===== src/rtl/pc_fetch_stage.sv =====
// Fetch stage: owns the PC, drives the imem address and registers the IF/ID latch.
// Latency 1 cycle (PC==A -> IF/ID holds imem[A]); flush > stall > advance; optional halt via FETCH_HALT_EN.
// Backpressure: in_stall freezes PC and IF/ID; cntrl_pc_src squashes the fetched word into a bubble.
module pc_fetch_stage #(
    parameter int              PC_W        = 6,
    parameter int              INSTR_W     = 16,
    parameter logic [INSTR_W-1:0] NOP_WORD = '0,
    parameter logic [3:0]      HALT_OPCODE = 4'hF
) (
    input  logic               clk,
    input  logic               rst_n,
    input  logic [PC_W-1:0]    in_next_pc,
    input  logic               cntrl_pc_src,
    input  logic               in_stall,
    input  logic [INSTR_W-1:0] in_instr,
    output logic [PC_W-1:0]    out_imem_addr,
    output logic [PC_W-1:0]    out_ifid_pc,
    output logic [INSTR_W-1:0] out_ifid_instr,
    output logic               out_ifid_valid,
    output logic               out_halted
);

    typedef enum logic [1:0] {
        BOOT   = 2'd0,
        RUN    = 2'd1,
        HALTED = 2'd2
    } state_t;

    state_t             state_q, state_d;
    logic [PC_W-1:0]    pc_q, pc_d;
    logic [PC_W-1:0]    ifid_pc_q, ifid_pc_d;
    logic [INSTR_W-1:0] ifid_instr_q, ifid_instr_d;
    logic               ifid_valid_q, ifid_valid_d;
    logic               halted_q, halted_d;
    logic               halt_en;
    logic               opcode_is_halt;

`ifdef FETCH_HALT_EN
    assign halt_en = 1'b1;
`else
    assign halt_en = 1'b0;
`endif

    assign opcode_is_halt = (in_instr[INSTR_W-1 -: 4] == HALT_OPCODE);

    always_comb begin
        state_d      = state_q;
        pc_d         = pc_q;
        ifid_pc_d    = ifid_pc_q;
        ifid_instr_d = ifid_instr_q;
        ifid_valid_d = ifid_valid_q;
        halted_d     = halted_q;
        case (state_q)
            // One idle cycle after reset lets the imem read of address 0 settle.
            BOOT: state_d = RUN;
            RUN: begin
                if (cntrl_pc_src) begin
                    pc_d         = in_next_pc;
                    ifid_pc_d    = '0;
                    ifid_instr_d = NOP_WORD;
                    ifid_valid_d = 1'b0;
                end else if (!in_stall) begin
                    pc_d         = in_next_pc;
                    ifid_pc_d    = pc_q;
                    ifid_instr_d = in_instr;
                    ifid_valid_d = 1'b1;
                    if (halt_en && opcode_is_halt) begin
                        state_d  = HALTED;
                        halted_d = 1'b1;
                    end
                end
            end
            HALTED: begin
                ifid_pc_d    = '0;
                ifid_instr_d = NOP_WORD;
                ifid_valid_d = 1'b0;
            end
            default: state_d = BOOT;
        endcase
    end

    always_ff @(posedge clk) begin
        if (!rst_n) begin
            state_q      <= BOOT;
            pc_q         <= '0;
            ifid_pc_q    <= '0;
            ifid_instr_q <= NOP_WORD;
            ifid_valid_q <= 1'b0;
            halted_q     <= 1'b0;
        end else begin
            state_q      <= state_d;
            pc_q         <= pc_d;
            ifid_pc_q    <= ifid_pc_d;
            ifid_instr_q <= ifid_instr_d;
            ifid_valid_q <= ifid_valid_d;
            halted_q     <= halted_d;
        end
    end

    assign out_imem_addr  = pc_q;
    assign out_ifid_pc    = ifid_pc_q;
    assign out_ifid_instr = ifid_instr_q;
    assign out_ifid_valid = ifid_valid_q;
    assign out_halted     = halted_q;

endmodule


===== config.mk =====
export PLATFORM = sky130hd
export DESIGN_NAME = pc_fetch_stage
export DESIGN_NICKNAME = d
export VERILOG_FILES = /design/src/rtl/pc_fetch_stage.sv
export SDC_FILE = /design/constraint.sdc
export NUM_CORES = 1
export LEC_CHECK = 0
export ABC_AREA = 1
export CORE_MARGIN = 2
export CORE_UTILIZATION = 35
export CTS_BUF_LIST = sky130_fd_sc_hd__clkbuf_4 sky130_fd_sc_hd__clkbuf_8
export DETAILED_ROUTE_END_ITERATION = 8
export PLACE_DENSITY = 0.76
export SKIP_LAST_GASP = 1
export SYNTH_ARGS = -nofsm -noshare
export SYNTH_HDL_FRONTEND = slang
export SYNTH_SLANG_ARGS = --single-unit

===== constraint.sdc =====
create_clock -name clk -period 1.7 [get_ports clk]
set_clock_uncertainty 0.2 [all_clocks]
set_input_delay 0.17 -clock clk [delete_from_list [all_inputs] [get_ports clk]]
set_output_delay 0.17 -clock clk [all_outputs]
set_load 0.05 [all_outputs]

==> results of run 1 <==
==> sequential cells by signal, summed over array words and instances, names as in the netlist <==
register and cells:
out_ifid_valid 1, out_imem_addr 6, state_q 1, out_ifid_instr 16, out_ifid_pc 6
==> per-layer routing <==
metal	wire, um	up-vias	global-route usage
li1	-	646	-
met3	183	4	0.0582
met5	0	-	0
met1	1200	476	0.147
met2	1160	36	0.205
met4	38	0	0.0625
==> cells by family after synthesis <==
logic type | count (synthesis) | share of synthesized area
buf+inv | 42 | 0.163
flops | 30 | 0.456
other cells | 1 | 0.00285
simple gates | 120 | 0.378
==> cell usage after synthesis <==
cell type | count | area, sq um
buf_4 | 1 | 7.51
buf_6 | 7 | 78.8
clkbuf_1 | 1 | 3.75
clkbuf_2 | 1 | 5.00
conb_1 | 1 | 3.75
dfxtp_1 | 30 | 601
inv_1 | 30 | 113
inv_2 | 2 | 7.51
nand2_1 | 52 | 195
nand2_2 | 1 | 6.26
nand2_4 | 2 | 22.5
nand3_1 | 6 | 30.0
nor2_1 | 52 | 195
nor2_2 | 6 | 37.5
nor2_4 | 1 | 11.3
==> worst register-to-register path, stage by stage, from the launching register on <==
cell and delay (ns):
dfxtp_1 0.55, inv_2 0.08, nor2_4 0.11, buf_12 0.16, nand2_1 0.07, nand2_1 0.06, nor2_1 0.04
==> final timing paths <==
path | startpoint | to | slack (ns) | cells after the start
max | state_q[0] | out_ifid_pc[1] | 0.32 | 6
min | out_ifid_instr[5] | out_ifid_instr[5] | 0.28 | 2
max reg2reg | state_q[0] | out_ifid_pc[1] | 0.32 | 6
min reg2reg | out_ifid_instr[5] | out_ifid_instr[5] | 0.28 | 2
==> final cells by class <==
type | instances | area, sq um | area share
well taps | 48 | 60.1 | 0.0323
multi-input cells | 121 | 502 | 0.269
flip-flops and latches | 30 | 601 | 0.323
inverters | 32 | 120 | 0.0645
repair buffers | 56 | 495 | 0.266
clock buffers | 7 | 83.8 | 0.0450
==> per-stage QoR <==
step	setup WS, ns	instances	cell area, sq um
6_report	0.321	294	1860
5_1_grt	0.151	294	1860
4_1_cts	0.318	294	1860
3_5_place_dp	0.110	287	1780
3_3_place_gp	0.119	287	1780
2_1_floorplan	0.520	193	1320
==> power groups by stage <==
stage | clock network, W | registers (W) | logic [W]
finish | 0.000551 | 0.000792 | 0.000482
detailed placement | 0 | 0.000808 | 0.000487
global route | 0.000599 | 0.000799 | 0.000520
global placement | 0 | 0.000806 | 0.000483
CTS | 0.000568 | 0.000793 | 0.000488
floorplan | 0 | 0.000980 | 0.000164
==> flow_summary.toml, run 1 <==
[status]
status = "finished, final reports clean"

[logic_synthesis]
synth-seq-cells = 30
yosysSeqAreaShare = 0.456
syn_avg_cell_area_sq_um = 6.83
syn-instance-count = 193
yosysUniqueCellTypes = 15
syn_nets = 219
synth_area_sq_mm = 0.00132
synth_warnings = 0

[global_route]
grt_max_degree = 29
antenna_found_initial = 0
first_global_vias = 966
grt_pass1_wl_um = 4150
grt_usage = 0.129
overflow = 0

[final_layout]
drive_gt1_frac = 0.203
antenna_cells = 0
nets = 272
final_util = 0.512
fill_cells = 390
syn_to_final_growth_pct = 41.3
layout_common_cells = "nor2_1, nand2_1, inv_1, dfxtp_1, buf_4"

[sta]
tns_ns = 0
hold_viol = 0
setup_violations = 0
period_needed_ns = 1.38
finalCritPeriodShare = 0.811
fmax_mhz = 725
rsz0062_at_grt = "no"
maxSlewViolCount = 0
fin_hold_ws_ns = 0.282

[clocking]
clkSinkCount = 30
clk-insertion-delay-late_ns = 0.27
cts_resized = 0
clock_path_buffers = 2
htreeDepth = 2
cts_hold_buf = 0
cts_made_buffers = 5
cts.clk_slew.worst_paths_ns = 0.06
postCtsSetupRepairBufs = 0
cts-root-buf = "clkbuf_8"
cts_tree = "built"

[floorplan]
coreArea_sq_mm = 0.00363
num_io_pins = 56
die_x_um = 65.4
die-height_um = 65.4
dieArea_sq_mm = 0.00427
core.rowCount = 22
initial_utilization = 0.363

[power]
p_int_w = 0.00124
power_frac_seq = 0.434
p_leak_nw = 0.973
clkPwrFrac = 0.302
swShare = 0.319
power_w = 0.00183
pwr-share-comb = 0.264
power_density_mw_per_mm2 = 980
p_switching_w = 0.000583
ir_drop_mv = 0.331

[placed_design]
portBuffers = 54
gp_congestion = 0.741
dp.final_hpwl_um = 1830

[critical_path]
crit_type = "flop to flop"
slowest_stage = "dfxtp_1"
path_common_cell = "nand2_1"
critPathTopFamily = "flip-flops"
cp_max_fo = 23
endpoint_kind = "flop"
startpoint_type = "flop"
crit_arrival_ns = 1.35
path_buf_inv = 2
crit_required_ns = 1.67
max_stage_delay_ns = 0.55
path_cells = "inv_2 -> nor2_4 -> buf_12 -> nand2_1 -> nand2_1 -> nor2_1"

[min_path]
hold_path.class = "flop to flop"

[route]
drt-total-wl_um = 2580
antenna_left = 0
drt-vias-per-instance = 3.95
post_drt_wl_per_cell_um = 8.78
firstDrtPassIters = 4
post-route-drc-count = 0
drt_iter0_markers = 45
vias = 1162

[run]
maxCapViolations = 0
No activity file was read; power rests on OpenSTA's default activity.
==> run 2, diff against run 1 <==
==> constraint.sdc (replaced) <==
create_clock -name clk -period 1.3 [get_ports clk]
set_clock_uncertainty 0.2 [all_clocks]
set_input_delay 0.13 -clock clk [delete_from_list [all_inputs] [get_ports clk]]
set_output_delay 0.13 -clock clk [all_outputs]
set_load 0.05 [all_outputs]
==> run 2 against run 1 <==
Net effect: sequential power is 35% higher; worst hold slack worse by 0.018 ns; wire length increased by 13%; combinational power rose by 68%; cell area grew 22%; clock power grew 42%; critical endpoint is now out_ifid_pc[4]; largest power group unchanged.
==> flow_summary.toml, run 2 (synthesis results as in run 1) <==
[final_layout]
nets = 275
layout_common_cells = "nor2_1, nand2_1, inv_1, buf_12, dfxtp_1"
fill_cells = 329
postLayoutCellArea_sq_mm = 0.00226
largest_reg_flops = 16
layout.area.seq_sq_um = 604
syn_to_final_growth_pct = 71.9
antenna_cells = 0
drive_gt1_frac = 0.220
final_cells = 298
multi_input_area_sq_um = 502

[clocking]
cts-root-buf = "clkbuf_8"
cts.clk_slew.worst_paths_ns = 0.06
clkSinkCount = 30
htreeDepth = 2
postCtsSetupRepairBufs = 0
clock_path_buffers = 2
clk-insertion-delay-late_ns = 0.28
cts_made_buffers = 5
cts_tree = "built"

[placed_design]
dp.final_hpwl_um = 2140
portBuffers = 54
gp_congestion = 0.751
postPlaceCellArea_sq_mm = 0.00216
placed_cells = 290

[route]
post_drt_wl_per_cell_um = 9.82
vias = 1204
firstDrtPassIters = 4
post-route-drc-count = 0
drt-total-wl_um = 2930
drt_iter0_markers = 49
drt-vias-per-instance = 4.04
antenna_left = 0

[global_route]
grt_usage = 0.150
first_global_vias = 1135
grt_pass1_wl_um = 4850
grt_max_degree = 29
antenna_found_initial = 0
overflow = 0

[sta]
setup_violations = 0
rsz0062_at_grt = "no"
fmax_mhz = 829
maxSlewViolCount = 0
period_needed_ns = 1.21
finalCritPeriodShare = 0.928
hold_viol = 0

[critical_path]
path_cells = "clkdlybuf4s50_1 -> buf_4 -> nor2_4 -> buf_12 -> nand2_1 -> nand2_1 -> nor2_2"
startpoint_type = "input pin"
path_buf_inv = 3
crit_type = "input pin to flop"
max_stage_delay_ns = 0.42
path_common_cell = "nand2_1"
crit_arrival_ns = 1.18
crit_required_ns = 1.27
critPathTopFamily = "buffers and inverters"
endpoint_kind = "flop"
cp_max_fo = 23
slowest_stage = "clkdlybuf4s50_1"

[power]
power_w = 0.00266
ir_drop_mv = 0.649
power_density_mw_per_mm2 = 1180
p_leak_nw = 1.09

[floorplan]
core.rowCount = 22
die-height_um = 65.4
num_io_pins = 56
initial_utilization = 0.363
dieArea_sq_mm = 0.00427
die_x_um = 65.4
coreArea_sq_mm = 0.00363

[min_path]
hold_path.class = "input pin to flop"

[run]
maxCapViolations = 0

[status]
status = "finished, final reports clean"
run 2: cell count changes in the layout (fill, tap and decap cells not counted):
cell | previous run | this run
clkbuf_4 | 2 | 1
dfxtp_4 | 0 | 1
clkinv_2 | 0 | 1
clkbuf_8 | 5 | 6
inv_2 | 2 | 1
buf_12 | 1 | 30
buf_4 | 30 | 4
inv_4 | 0 | 1
dfxtp_1 | 30 | 29
run 2: routing by layer:
layer	track usage	vias to the layer above	wire length (um)
met5	0	-	0
met4	0.0781	0	55
met3	0.0377	5	160
met2	0.263	33	1490
met1	0.168	507	1220
li1	-	659	-
run 2: worst paths after layout:
path,from,to,slack [ns],depth (start not counted)
setup / recovery,in_stall,out_ifid_pc[4],0.09,7
setup reg to reg,state_q[0],out_ifid_pc[4],0.10,6
hold / removal,in_instr[10],out_ifid_instr[10],0.26,5
hold reg to reg,out_ifid_instr[0],out_ifid_instr[0],0.32,2
run 2: worst min-delay path: stages:
cell and delay, ns:
clkdlybuf4s50_1 0.39, inv_1 0.05, nand2_1 0.04, nand2_1 0.05, nor2_1 0.04
run 2: where the power goes:
group	total, W	internal [W]	switching [W]
Sequential	0.00107	0.000990	0.0000791
Clock	0.000784	0.000447	0.000337
Combinational	0.000811	0.000393	0.000418
run 2: area by class of cell:
| cell class | count | area share |
|---|---|---|
| timing repair buffer | 59 | 0.389 |
| sequential | 30 | 0.267 |
| multi-input combinational | 121 | 0.222 |
| inverter | 32 | 0.0541 |
| clock buffer | 7 | 0.0398 |
| tap | 48 | 0.0265 |
| clock inverter | 1 | 0.00221 |
run 2: stage by stage:
step	setup slack [ns]	setup TNS [ns]	utilization	hold slack [ns]
finish	0.0939	0	0.623	0.264
global route	0.00433	0	0.623	0.277
CTS	0.0623	0	0.623	0.260
detailed placement	-0.250	-5.63	0.595	0.314
global placement	-0.208	-5.02	0.595	0.308
floorplan	0.120	0	-	0.123
run 2: timing repair:
item	4_1_cts	5_1_grt
endpoints found under the hold margin	0	0
pin swaps	0	0
gates resized for setup	2	1
endpoints found under the setup margin	12	1
hold buffers	0	0
